--- src/rtl/alu_pkg.sv ---
// Shared opcode encodings and default datapath width for the execute-stage ALU.
package alu_pkg;

  localparam int unsigned ALU_WIDTH = 32;

  localparam logic [2:0] OP_ADD = 3'd0;
  localparam logic [2:0] OP_SUB = 3'd1;
  localparam logic [2:0] OP_AND = 3'd2;
  localparam logic [2:0] OP_XOR = 3'd3;
  localparam logic [2:0] OP_SLL = 3'd4;
  localparam logic [2:0] OP_SRL = 3'd5;
  localparam logic [2:0] OP_SRA = 3'd6;
  localparam logic [2:0] OP_NEG = 3'd7;

endpackage

--- src/rtl/alu_shifter.sv ---
// Combinational barrel shifter for SLL/SRL/SRA, also returning the last bit shifted out.
module alu_shifter
  import alu_pkg::*;
#(
  parameter int unsigned WIDTH = ALU_WIDTH
) (
  input  logic [WIDTH-1:0]         data_i,
  input  logic [$clog2(WIDTH)-1:0] shamt_i,
  input  logic                     left_i,
  input  logic                     arith_i,
  output logic [WIDTH-1:0]         result_o,
  output logic                     shout_o
);

  // One guard bit beyond the data on the exit side captures the shift-out;
  // with a zero shift amount the guard stays 0, so no special case is needed.
  logic [WIDTH:0]   left_ext_s;
  logic [WIDTH+1:0] right_ext_s;
  logic             fill_s;

  // Compute both shift directions, then select the requested one.
  always_comb begin
    fill_s      = arith_i & data_i[WIDTH-1];
    left_ext_s  = {1'b0, data_i} << shamt_i;
    right_ext_s = $unsigned($signed({fill_s, data_i, 1'b0}) >>> shamt_i);
    if (left_i) begin
      result_o = left_ext_s[WIDTH-1:0];
      shout_o  = left_ext_s[WIDTH];
    end else begin
      result_o = right_ext_s[WIDTH:1];
      shout_o  = right_ext_s[0];
    end
  end

endmodule

--- src/rtl/alu_core.sv ---
// 32-bit execute-stage ALU: combinational datapath followed by one register stage
// holding the result and the zero/carry/overflow/sign flags.
module alu_core
  import alu_pkg::*;
#(
  parameter int unsigned WIDTH = ALU_WIDTH
) (
  input  logic             clk,
  input  logic             rst_n,
  input  logic [WIDTH-1:0] in1,
  input  logic [WIDTH-1:0] in2,
  input  logic [2:0]       alu_control,
  output logic [WIDTH-1:0] out,
  output logic             zflag,
  output logic             carryflag,
  output logic             overflowflag,
  output logic             signflag
);

  localparam int unsigned SHW = $clog2(WIDTH);

  logic [WIDTH-1:0] add_a_s;
  logic [WIDTH-1:0] add_b_s;
  logic             add_cin_s;
  logic [WIDTH:0]   sum_s;
  logic             arith_ovf_s;
  logic [WIDTH-1:0] shift_res_s;
  logic             shift_out_s;
  logic [WIDTH-1:0] result_s;
  logic             carry_s;
  logic             ovf_s;

  logic [WIDTH-1:0] out_d, out_q;
  logic             zflag_d, zflag_q;
  logic             carry_d, carry_q;
  logic             ovf_d, ovf_q;
  logic             sign_d, sign_q;

  alu_shifter #(.WIDTH(WIDTH)) u_shifter (
    .data_i   (in1),
    .shamt_i  (in2[SHW-1:0]),
    .left_i   (alu_control == OP_SLL),
    .arith_i  (alu_control == OP_SRA),
    .result_o (shift_res_s),
    .shout_o  (shift_out_s)
  );

  // Share one adder: SUB is in1 + ~in2 + 1, NEG is 0 + ~in2 + 1.
  always_comb begin
    add_a_s   = in1;
    add_b_s   = in2;
    add_cin_s = 1'b0;
    case (alu_control)
      OP_SUB: begin
        add_b_s   = ~in2;
        add_cin_s = 1'b1;
      end
      OP_NEG: begin
        add_a_s   = {WIDTH{1'b0}};
        add_b_s   = ~in2;
        add_cin_s = 1'b1;
      end
      default: begin
        add_cin_s = 1'b0;
      end
    endcase
    sum_s = {1'b0, add_a_s} + {1'b0, add_b_s} + {{WIDTH{1'b0}}, add_cin_s};
    // Overflow on the adder's actual operands covers ADD, SUB and NEG alike.
    arith_ovf_s = (add_a_s[WIDTH-1] == add_b_s[WIDTH-1]) &&
                  (sum_s[WIDTH-1] != add_a_s[WIDTH-1]);
  end

  // Select the result and the carry/overflow flags for the current opcode.
  always_comb begin
    result_s = {WIDTH{1'b0}};
    carry_s  = 1'b0;
    ovf_s    = 1'b0;
    case (alu_control)
      OP_ADD, OP_SUB, OP_NEG: begin
        result_s = sum_s[WIDTH-1:0];
        carry_s  = sum_s[WIDTH];
        ovf_s    = arith_ovf_s;
      end
      OP_AND: result_s = in1 & in2;
      OP_XOR: result_s = in1 ^ in2;
      OP_SLL, OP_SRL, OP_SRA: begin
        result_s = shift_res_s;
        carry_s  = shift_out_s;
      end
      default: result_s = {WIDTH{1'b0}};
    endcase
  end

  // Next-state values for the output register stage.
  always_comb begin
    out_d   = result_s;
    zflag_d = (result_s == {WIDTH{1'b0}});
    carry_d = carry_s;
    ovf_d   = ovf_s;
    sign_d  = result_s[WIDTH-1];
  end

  // Output register stage; cleared asynchronously while rst_n is low.
  always_ff @(posedge clk or negedge rst_n) begin
    if (!rst_n) begin
      out_q   <= {WIDTH{1'b0}};
      zflag_q <= 1'b0;
      carry_q <= 1'b0;
      ovf_q   <= 1'b0;
      sign_q  <= 1'b0;
    end else begin
      out_q   <= out_d;
      zflag_q <= zflag_d;
      carry_q <= carry_d;
      ovf_q   <= ovf_d;
      sign_q  <= sign_d;
    end
  end

  assign out          = out_q;
  assign zflag        = zflag_q;
  assign carryflag    = carry_q;
  assign overflowflag = ovf_q;
  assign signflag     = sign_q;

endmodule

--- config.mk ---
export PLATFORM = sky130hd
export DESIGN_NAME = alu_core
export DESIGN_NICKNAME = d
export VERILOG_FILES = /design/src/rtl/alu_pkg.sv /design/src/rtl/alu_shifter.sv /design/src/rtl/alu_core.sv
export SDC_FILE = /design/constraint.sdc
export NUM_CORES = 1
export LEC_CHECK = 0
export ABC_AREA = 1
export CORE_ASPECT_RATIO = 1.1
export CORE_MARGIN = 5
export CORE_UTILIZATION = 30
export DETAILED_ROUTE_END_ITERATION = 12
export PLACE_DENSITY_LB_ADDON = 0.3
export SLEW_MARGIN = 20
export SYNTH_ARGS = -nofsm -noshare
export SYNTH_HDL_FRONTEND = slang
export SYNTH_SLANG_ARGS = --single-unit
--- constraint.sdc ---
create_clock -name clk -period 0.9 [get_ports clk]
set_input_delay 0.18 -clock clk [delete_from_list [all_inputs] [get_ports clk]]
set_output_delay 0.18 -clock clk [all_outputs]
set_load 0.02 [all_outputs]
==> run metrics <==
buffer and inverter count on the worst path=5; pin count of the biggest net entering global routing=65; Hold-fix buffers, CTS=0; Total Power=18.2 mW; status=finished with violations; filler instances=2583; final clock period utilization by the worst path=314%; number of cell rows=64; critical path's top delay family=simple AND/OR/NAND/NOR gates; Worst Path Arrival=3030 ps; total via count after detailed routing=13268; post-place setup slack=-2650 ps; first-pass GRT wire length=73200 µm; Antenna Diode Count=0; number of slew-limit violations in the final report=0; all-layer global routing usage=29.3%; Crit Path Max Fanout=7; initial cell density of the core=30.6%; type of the worst min-delay path=in2async; First DRT Iteration DRCs=1412; Max Cap Viol=0; syn_nets=1738; PnR worst setup slack=-1920 ps; TritonCTS clock tree=built; average vias per placed instance=5.54; # port buffers=104; number of DRC violations after detailed routing=0; relative area change from synthesis to final layout=84.1%; layout cell share with drive strength beyond 1=41.4%; Critical Path Most Common Cell=sky130_fd_sc_hd__nor2_1; via count of the first global-routing pass=12809; master cell of the clock root buffer=sky130_fd_sc_hd__clkbuf_16; Cell Chain, Critical Path=buf_12 > nand2_8 > nand3_4 > buf_12 > buf_16 > buf_8 > xnor2_4 > ha_4 > nand2_4 > nor2_4 > inv_2 > nor2_2 > nor2_1 > nand2_2 > a21oi_1 > o21ai_1 > nand3_1 > nor2_1 > nand2_1 > nor2_1 > nand2_1 > nor2_1; CP Capture Type=flip-flop; CTS Buf Count=5; largest vdd supply drop=1.09 mV; failing checks=setup timing; CTS sink count=35; Die Area=0.0320 mm²; initial antenna violation count=0; Initial DRT Pass Iterations=6; Synth cell types=42; Top-Level Pins=105; time the final worst path needs with I/O delays and setup=2820 ps; critical path's largest stage delay=340 ps; final hold vios=0; critical-path cell with the highest stage delay=sky130_fd_sc_hd__ha_4; post-route antenna net violation count=0; chip height=187 µm; Synth Warn #=0; routed wire length=50500 µm; kind of critical path=in2reg; flop and latch count out of synthesis=35; total gr overflow=0; die width=171 µm; clock transition at the registers of the reported paths=50 ps; Mapped Avg Cell Area=5.33 µm²; Async SR Flop Fraction=100%; post-synthesis instance area=0.00855 mm²; final-report setup violation count=71; sequential share of the synthesized area=10.2%; synthesized instance count=1604; Top FF cell, synth=sky130_fd_sc_hd__dfrtp_1; core area=0.0279 mm²; Total Nets Final=2163; setup repair after global routing missed its margin=yes; count of flip-flops with a built-in enable after synthesis=0; DP HPWL=38500 µm; maximum root-to-sink buffer count=2; transition time of the tightest slew-check pin=454 ps; startpoint type of the worst setup path=input pin; cell leakage power=8.12 nW; Slew Limit Headroom=69.7%; PwrDens=1160 mW/mm²; global placer's final weighted congestion=1.04; CP Data Required Time=1110 ps; maximum clock frequency=354 MHz; deepest level of the CTS H-tree=2; routed length per instance=21.1 µm
-- path summary, 6_finish.rpt --
kind | from | endpoint | slack [ps] | cells after the start
hold / removal | rst_n | overflowflag | 280 | 2
setup / recovery | alu_control[2] | zflag | -1920 | 22
max in group asynchronous | rst_n | out[4] | 450 | 2
min in group clk | in1[31] | overflowflag | 580 | 6
-- sequential cells by signal, summed over array words and instances (netlist names) --
register,count
zflag,1
overflowflag,1
carryflag,1
out,32
-- routing by layer --
metal | part of all wire, % | track usage (%) | vias to the layer above
li1 | - | - | 6195
met1 | 39 | 37.9 | 6235
met3 | 6.9 | 2.68 | 191
met2 | 47 | 48.4 | 647
met4 | 7.1 | 14.6 | 0
met5 | 0 | 0 | -
-- timing repair --
action,CTS,global route
cloned,4,0
pin swaps,107,83
buffers inserted,47,16
endpoints found under the setup margin,71,71
gates resized for setup,583,238
-- cell families after synthesis --
logic type | share of synthesized area, %
xor+xnor | 3.38
buf+inv | 11.5
flops | 10.2
compound gates | 12.1
simple gates | 53.2
fa+ha+maj | 9.60
-- metrics by stage --
step	utilization (%)	TNS (ps)	cells	instance area (µm²)	hold slack [ps]
finish	56.3	-51510	2393	15700	277
global placement	45.2	-83780	2331	12600	571
CTS	52.8	-51790	2382	14700	282
detailed placement	45.2	-84720	2331	12600	573
global route	56.3	-54990	2393	15700	302
floorplan	-	-35720	1604	8950	-116
-- layout make-up --
cell class / count / area [µm²] / share of cell area [%]
Multi-Input combinational cell: 1326 / 8930 / 56.7
Timing Repair Buffer: 499 / 4660 / 29.6
Sequential cell: 35 / 876 / 5.56
Inverter: 162 / 669 / 4.25
Tap cell: 363 / 454 / 2.88
Clock buffer: 8 / 156 / 0.993
-- cell usage after synthesis, types with 3 or more instances --
| master | number | area share [%] |
|---|---|---|
| sky130_fd_sc_hd__nand3b_1 | 6 | 0.53 |
| sky130_fd_sc_hd__buf_4 | 4 | 0.35 |
| sky130_fd_sc_hd__buf_6 | 3 | 0.39 |
| sky130_fd_sc_hd__clkbuf_1 | 31 | 1.4 |
| sky130_fd_sc_hd__a21oi_1 | 68 | 4.0 |
| sky130_fd_sc_hd__o21ai_0 | 34 | 2.0 |
| sky130_fd_sc_hd__buf_2 | 25 | 1.5 |
| sky130_fd_sc_hd__or2_2 | 4 | 0.29 |
| sky130_fd_sc_hd__nor2_1 | 93 | 4.1 |
| sky130_fd_sc_hd__o21ai_1 | 7 | 0.41 |
| sky130_fd_sc_hd__a221oi_1 | 10 | 1.0 |
| sky130_fd_sc_hd__nand2_1 | 540 | 24 |
| sky130_fd_sc_hd__buf_1 | 18 | 0.79 |
| sky130_fd_sc_hd__nand4_1 | 8 | 0.59 |
| sky130_fd_sc_hd__o21bai_1 | 8 | 0.70 |
| sky130_fd_sc_hd__inv_1 | 153 | 6.7 |
| sky130_fd_sc_hd__o211ai_1 | 6 | 0.53 |
| sky130_fd_sc_hd__a31oi_1 | 8 | 0.59 |
| sky130_fd_sc_hd__xnor2_1 | 28 | 2.9 |
| sky130_fd_sc_hd__inv_2 | 8 | 0.35 |
| sky130_fd_sc_hd__a22oi_1 | 19 | 1.7 |
| sky130_fd_sc_hd__dfrtp_1 | 35 | 10 |
| sky130_fd_sc_hd__nand3_1 | 383 | 22 |
| sky130_fd_sc_hd__ha_1 | 64 | 9.4 |
| sky130_fd_sc_hd__nand2_2 | 5 | 0.37 |
| sky130_fd_sc_hd__nor3_1 | 11 | 0.64 |
| sky130_fd_sc_hd__xor2_1 | 5 | 0.51 |
-- report_power, final --
group	total (mW)	switching, mW	internal [mW]
Clock	1.78	0.602	1.18
Sequential	2.05	0.153	1.89
Combinational	14.4	7.97	6.42
Total	18.2	8.72	9.49
-- layout by cell type, fill, tap and decap left out, drive strengths merged, types with 17 or more instances in the layout --
master,synthesis,routed
ha,64,64
a22oi,19,19
clkdlybuf4s50,0,29
a21oi,68,68
dlymetal6s2s,0,17
xnor2,28,28
buf,50,438
o21ai,42,42
dfrtp,35,35
nand2,545,545
nor2,96,96
inv,161,161
nand3,384,384
(Power assumes the default switching activity.)
